`src/rtl/alu_seq_pkg.sv`:
```
// rtl/alu_seq_pkg.sv - opcodes, strobe tuples and FSM encoding for the ALU internal-op sequencer
package alu_seq_pkg;

  localparam int OP_W = 3;

  localparam logic [OP_W-1:0] OP_PASS         = 3'd0;
  localparam logic [OP_W-1:0] OP_MOV          = 3'd1;
  localparam logic [OP_W-1:0] OP_INC          = 3'd2;
  localparam logic [OP_W-1:0] OP_DEC          = 3'd3;
  localparam logic [OP_W-1:0] OP_ADDR         = 3'd4;
  localparam logic [OP_W-1:0] OP_ADDR_POSTINC = 3'd5;
  localparam logic [OP_W-1:0] OP_ADDR_PREDEC  = 3'd6;
  localparam logic [OP_W-1:0] OP_RSVD         = 3'd7;

  // Tuple order {mov_n, addr_n, incdec_n, dec_n}, all active-low
  typedef logic [3:0] strobe_t;

  localparam strobe_t STB_NORMAL = 4'b1111;
  localparam strobe_t STB_MOV    = 4'b0111;
  localparam strobe_t STB_INC    = 4'b0101;
  localparam strobe_t STB_DEC    = 4'b0100;
  localparam strobe_t STB_ADDR   = 4'b1011;

  typedef enum logic [1:0] {
    ST_IDLE  = 2'd0,
    ST_STEP1 = 2'd1,
    ST_STEP2 = 2'd2
  } state_t;

endpackage

```
`src/rtl/alu_internal_seq_if.sv`:
```
// rtl/alu_internal_seq_if.sv - request handshake and step outputs of the ALU internal-op sequencer
interface alu_internal_seq_if #(
  parameter int CTRL_W = 4
) ();

  logic              req_valid;
  logic              req_ready;
  logic [2:0]        req_op;
  logic [CTRL_W-1:0] req_ctrl;
  logic              alu_stall;
  logic [CTRL_W-1:0] alu_ctrl;
  logic              internal_mov_n;
  logic              address_mode_n;
  logic              internal_inc_dec_n;
  logic              internal_dec_n;
  logic              step_valid;
  logic              step_last;
  logic              op_err;

  modport master (
    output req_valid, req_op, req_ctrl, alu_stall,
    input  req_ready, alu_ctrl, internal_mov_n, address_mode_n,
           internal_inc_dec_n, internal_dec_n, step_valid, step_last, op_err
  );

  modport slave (
    input  req_valid, req_op, req_ctrl, alu_stall,
    output req_ready, alu_ctrl, internal_mov_n, address_mode_n,
           internal_inc_dec_n, internal_dec_n, step_valid, step_last, op_err
  );

endinterface

```
`src/rtl/alu_seq_step_rom.sv`:
```
// rtl/alu_seq_step_rom.sv - maps {opcode, step index} to the strobe tuple and step attributes
module alu_seq_step_rom
  import alu_seq_pkg::*;
(
  input  logic [OP_W-1:0] op,
  input  logic            step_idx,
  output strobe_t         strobes,
  output logic            last,
  output logic            ctrl_sel,
  output logic            err
);

  always_comb begin
    strobes  = STB_NORMAL;
    last     = 1'b1;
    ctrl_sel = 1'b1;
    err      = 1'b0;
    case (op)
      OP_PASS: strobes = STB_NORMAL;
      OP_MOV:  strobes = STB_MOV;
      OP_INC:  strobes = STB_INC;
      OP_DEC:  strobes = STB_DEC;
      OP_ADDR: strobes = STB_ADDR;
      OP_ADDR_POSTINC: begin
        strobes = step_idx ? STB_INC : STB_ADDR;
        last    = step_idx;
      end
      OP_ADDR_PREDEC: begin
        strobes = step_idx ? STB_ADDR : STB_DEC;
        last    = step_idx;
      end
      default: begin
        // Reserved opcode: harmless NORMAL step with a zeroed control field
        ctrl_sel = 1'b0;
        err      = 1'b1;
      end
    endcase
  end

endmodule

```
`src/rtl/alu_internal_seq.sv`:
```
// rtl/alu_internal_seq.sv - expands internal-op requests into one or two registered ALU strobe steps
module alu_internal_seq
  import alu_seq_pkg::*;
#(
  parameter int CTRL_W = 4
) (
  input  logic               clk,
  input  logic               rst,
  alu_internal_seq_if.slave  bus
);

  state_t            state_q, state_d;
  logic [OP_W-1:0]   op_q;
  logic [CTRL_W-1:0] ctrl_q;

  strobe_t           stb_q;
  logic [CTRL_W-1:0] alu_ctrl_q;
  logic              valid_q, last_q, err_q;

  logic              ready, accept, load, go_idle;
  logic [OP_W-1:0]   rom_op;
  logic              rom_idx;
  strobe_t           rom_stb;
  logic              rom_last, rom_sel, rom_err;
  logic [CTRL_W-1:0] ctrl_src;

  assign ready  = !rst && (state_q == ST_IDLE || (last_q && !bus.alu_stall));
  assign accept = bus.req_valid && ready;

  alu_seq_step_rom u_rom (
    .op       (rom_op),
    .step_idx (rom_idx),
    .strobes  (rom_stb),
    .last     (rom_last),
    .ctrl_sel (rom_sel),
    .err      (rom_err)
  );

  // A new accept always wins; otherwise an unstalled step advances or retires
  always_comb begin
    state_d  = state_q;
    rom_op   = op_q;
    rom_idx  = 1'b1;
    load     = 1'b0;
    go_idle  = 1'b0;
    ctrl_src = ctrl_q;
    if (accept) begin
      state_d  = ST_STEP1;
      rom_op   = bus.req_op;
      rom_idx  = 1'b0;
      load     = 1'b1;
      ctrl_src = bus.req_ctrl;
    end else if (state_q != ST_IDLE && !bus.alu_stall) begin
      if (state_q == ST_STEP1 && !last_q) begin
        state_d = ST_STEP2;
        load    = 1'b1;
      end else begin
        state_d = ST_IDLE;
        go_idle = 1'b1;
      end
    end
  end

  always_ff @(posedge clk) begin
    if (rst) begin
      state_q    <= ST_IDLE;
      op_q       <= '0;
      ctrl_q     <= '0;
      stb_q      <= STB_NORMAL;
      alu_ctrl_q <= '0;
      valid_q    <= 1'b0;
      last_q     <= 1'b0;
      err_q      <= 1'b0;
    end else begin
      state_q <= state_d;
      if (accept) begin
        op_q   <= bus.req_op;
        ctrl_q <= bus.req_ctrl;
      end
      if (load) begin
        stb_q      <= rom_stb;
        alu_ctrl_q <= rom_sel ? ctrl_src : '0;
        valid_q    <= 1'b1;
        last_q     <= rom_last;
        err_q      <= rom_err;
      end else if (go_idle) begin
        stb_q      <= STB_NORMAL;
        alu_ctrl_q <= '0;
        valid_q    <= 1'b0;
        last_q     <= 1'b0;
        err_q      <= 1'b0;
      end
    end
  end

  assign bus.req_ready          = ready;
  assign bus.alu_ctrl           = alu_ctrl_q;
  assign bus.internal_mov_n     = stb_q[3];
  assign bus.address_mode_n     = stb_q[2];
  assign bus.internal_inc_dec_n = stb_q[1];
  assign bus.internal_dec_n     = stb_q[0];
  assign bus.step_valid         = valid_q;
  assign bus.step_last          = last_q;
  assign bus.op_err             = err_q;

endmodule

```
`src/flat_wrapper.sv`:
```
// flat-port wrapper written by rule: the top's interface ports become plain ports
module alu_internal_seq_flat import alu_seq_pkg::*;
#(
  parameter int CTRL_W = 4
)
  (clk, rst, bus_req_valid, bus_req_op, bus_req_ctrl, bus_alu_stall, bus_req_ready, bus_alu_ctrl, bus_internal_mov_n, bus_address_mode_n, bus_internal_inc_dec_n, bus_internal_dec_n, bus_step_valid, bus_step_last, bus_op_err);
  alu_internal_seq_if #(.CTRL_W(CTRL_W)) bus_i ();
  input  logic clk;
  input  logic rst;
  input wire logic [$bits(bus_i.req_valid)-1:0] bus_req_valid;
  input wire logic [$bits(bus_i.req_op)-1:0] bus_req_op;
  input wire logic [$bits(bus_i.req_ctrl)-1:0] bus_req_ctrl;
  input wire logic [$bits(bus_i.alu_stall)-1:0] bus_alu_stall;
  output wire logic [$bits(bus_i.req_ready)-1:0] bus_req_ready;
  output wire logic [$bits(bus_i.alu_ctrl)-1:0] bus_alu_ctrl;
  output wire logic [$bits(bus_i.internal_mov_n)-1:0] bus_internal_mov_n;
  output wire logic [$bits(bus_i.address_mode_n)-1:0] bus_address_mode_n;
  output wire logic [$bits(bus_i.internal_inc_dec_n)-1:0] bus_internal_inc_dec_n;
  output wire logic [$bits(bus_i.internal_dec_n)-1:0] bus_internal_dec_n;
  output wire logic [$bits(bus_i.step_valid)-1:0] bus_step_valid;
  output wire logic [$bits(bus_i.step_last)-1:0] bus_step_last;
  output wire logic [$bits(bus_i.op_err)-1:0] bus_op_err;
  assign bus_i.req_valid = bus_req_valid;
  assign bus_i.req_op = bus_req_op;
  assign bus_i.req_ctrl = bus_req_ctrl;
  assign bus_i.alu_stall = bus_alu_stall;
  assign bus_req_ready = bus_i.req_ready;
  assign bus_alu_ctrl = bus_i.alu_ctrl;
  assign bus_internal_mov_n = bus_i.internal_mov_n;
  assign bus_address_mode_n = bus_i.address_mode_n;
  assign bus_internal_inc_dec_n = bus_i.internal_inc_dec_n;
  assign bus_internal_dec_n = bus_i.internal_dec_n;
  assign bus_step_valid = bus_i.step_valid;
  assign bus_step_last = bus_i.step_last;
  assign bus_op_err = bus_i.op_err;
  alu_internal_seq #(.CTRL_W(CTRL_W)) u_core (.clk(clk), .rst(rst), .bus(bus_i));
endmodule
```
`config.mk`:
```
export PLATFORM = sky130hd
export DESIGN_NAME = alu_internal_seq_flat
export DESIGN_NICKNAME = d
export VERILOG_FILES = /design/src/rtl/alu_seq_pkg.sv /design/src/rtl/alu_internal_seq_if.sv /design/src/rtl/alu_seq_step_rom.sv /design/src/rtl/alu_internal_seq.sv /design/src/flat_wrapper.sv
export SDC_FILE = /design/constraint.sdc
export NUM_CORES = 1
export LEC_CHECK = 0
export BUFFER_PORTS_ARGS = -buffer_cell sky130_fd_sc_hd__buf_2
export CAP_MARGIN = 0
export CORE_MARGIN = 2
export CORE_UTILIZATION = 53
export CTS_BUF_LIST = sky130_fd_sc_hd__clkbuf_4
export DETAILED_ROUTE_END_ITERATION = 6
export PLACE_DENSITY = 0.88
export RECOVER_POWER = 100
export SLEW_MARGIN = 20
export SYNTH_ARGS = -nofsm -noshare
export SYNTH_HDL_FRONTEND = slang
export SYNTH_SLANG_ARGS = --single-unit
```
`constraint.sdc`:
```
create_clock -name clk -period 1.8 [get_ports clk]
set_clock_uncertainty 0.15 [all_clocks]
set_input_delay 0.36 -clock clk [delete_from_list [all_inputs] [get_ports clk]]
set_output_delay 0.36 -clock clk [all_outputs]
set_load 0.1 [all_outputs]
```
==> impl_metrics.yaml <==
clock_tree:
  ctsRootBufferMaster: "clkbuf_4"
  cts.path.max_buffers: 2
  cts_tree: "yes"
  clkTransAtPathRegs_ns: 0.12
  clk_latency_ns: 0.31
  h-tree-depth: 1
  ctsHoldBuffers: 0
  postCtsSetupBuffers: 0
  clock_sinks: 20
  cts_buffers: 3
placement:
  gp_congestion: 0.839
  portBuffers: 22
  preCtsSetupSlack_ns: -0.0274
  hpwl_um: 1690
  dp_cells: 147
  dpl_cell_area_um2: 1130
timing:
  finalSetupViolCount: 0
  tns_ns: 0
  relSlewSlack_pct: 64.1
  clock.fmax_mhz: 574
  post-route-period-util_pct: 96.7
  drv_slew: 0
  tightest_slew_ns: 0.541
  hold_ws_ns: 0.134
  rsz0062_at_grt: "false"
  min_period_ns: 1.74
  hold_viol: 0
  finalWorstSetupSlack_ns: 0.0589
logic_synthesis:
  avgSynthCellArea_um2: 8.87
  synth_edf_count: 0
  ys.flop_type: "dfxtp_1"
  syn_nets: 115
  netlist_instances: 104
  async_reset_ff_share_pct: 0
  syn_area_um2: 922
  synth.distinct_cells: 31
  synth_warnings: 0
  synth_area_leader_cell: "dfxtp_1"
  ys_ff_latch: 20
  netlist_top_cells_area: "dfxtp_1 (43%), mux2_2 (4.9%), nand2_1 (4.9%)"
  synthTopCellsByCount: "dfxtp_1 (20), nand2_1 (12), nor2_1 (10)"
  synth.most_common_cell: "dfxtp_1"
  yosysTopAreaCellShare_pct: 43.4
  yosysSeqAreaShare_pct: 43.4
finish:
  final_cell_count_no_fill: 151
  drive_above_1_share_pct: 34.3
  postLayoutCellArea_um2: 1200
  nFillCells: 135
  insertedDiodeCount: 0
  area_delta_synth_final_pct: 30.5
  multi_input_area_um2: 539
  finish.utilization_pct: 71.3
  layout.area.seq_um2: 409
  final_nets: 146
floorplanning:
  placementRows: 15
  fp.dieArea_um2: 2090
  die_h_um: 45.7
  core_um2: 1690
  initial_core_util_pct: 54.6
  die_x_um: 45.7
  io_pins: 23
power_and_ir_drop:
  leakage_nw: 0.528
  p_per_area_nw_per_um2: 1010
  ir_drop_mv: 0.625
  p_total_mw: 1.21
detailed_routing:
  routed_via_density: 6.23
  wl_per_cell_um: 15.6
  vias: 940
  routed_wl_um: 2360
  drtAntennaViolNets: 0
  drtIter0Drc: 33
  first_pass_iters: 4
  drc: 0
global_route:
  antenna_found_initial: 0
  use_met2_pct: 39.2
  first_global_vias: 779
  met3_usage_pct: 3.57
  grt_usage_pct: 23.8
  grt_max_degree: 17
  met1_usage_pct: 29.4
  gr-total-overflow: 0
  grt-busiest-layer: "met2"
  grt_pass1_wl_um: 3430
setup_path:
  cp.arrival_ns: 1.23
  path_max_fanout: 5
  crit_type: "reg2out"
  cp-start-kind: "flop"
  cp-end-kind: "output port"
  worstPathRequired_ns: 1.29
worst_hold_path:
  hp-class: "in2reg"
flow_run:
  maxCapViolations: 0
status:
  run_status: "finished clean"
layout make-up:
type | instances | area share [%]
Multi-Input combinational cell | 79 | 44.8
Sequential cell | 20 | 34.0
Timing Repair Buffer | 29 | 14.4
Clock inverter | 1 | 2.49
Clock buffer | 3 | 1.87
Tap cell | 17 | 1.77
Inverter | 2 | 0.624
registers in the layout, summed over array words and instances, names as in the netlist:
register and cells:
u_core.bus.step_valid 1, u_core.bus.step_last 1, u_core.bus.op_err 1, u_core.state_q 2, u_core.stb_q 4, u_core.ctrl_q 4, u_core.op_q 3, u_core.bus.alu_ctrl 4
path summary, 6_finish.rpt:
kind | startpoint | end | slack, ns | cells past startpoint
min reg2reg | u_core.stb_q[2] | u_core.stb_q[2] | 0.35 | 2
max reg2reg | u_core.state_q[0] | u_core.stb_q[1] | 0.08 | 4
max | u_core.bus.step_last | bus_req_ready | 0.06 | 4
min | bus_req_ctrl[1] | u_core.ctrl_q[1] | 0.13 | 2
logic make-up (layout without fill, tap and decap cells):
logic type	Yosys count	count (layout)	share of synthesized area, %
and+or+nand+nor	44	44	25.1
buffers and inverters	5	35	2.31
muxes	6	6	7.06
AOI/OAI and AO/OA	27	27	20.2
DFF	20	20	43.4
xor gates and xnor gates	2	2	1.90
report_power, final:
part           switching [mW]  internal (mW)  total (mW)
clock network           0.146          0.225       0.372
registers              0.0249          0.476       0.501
logic                   0.242         0.0962       0.338
total                   0.413          0.798        1.21
worst max-delay path, stage by stage, from the launching register on:
cell and delay (ns):
dfxtp_4 0.37, nor2b_4 0.21, nor2_2 0.07, nor2_4 0.10
buf_12 0.18
placed cells by master, fill, tap and decap left out, drive strengths merged, types with 4 or more instances in the layout:
cell / instances
clkbuf: 15
and3: 6
o21ai: 4
a21oi: 8
dfxtp: 20
nor2: 10
nand2: 12
nor2b: 6
buf: 17
a221o: 4
mux2: 4
metal layers:
metal	part of all wire, %	vias to the layer above
met5	0	-
met4	2.8	0
met3	6.1	7
met2	50	46
met1	41	444
li1	-	443
timing repair:
action	in CTS	in global routing
cloned	0	0
hold endpoints to repair	0	0
resized for setup	3	4
pin swaps	0	3
endpoints found under the setup margin	3	2
Note: power is estimated with default switching activity, not from simulation.
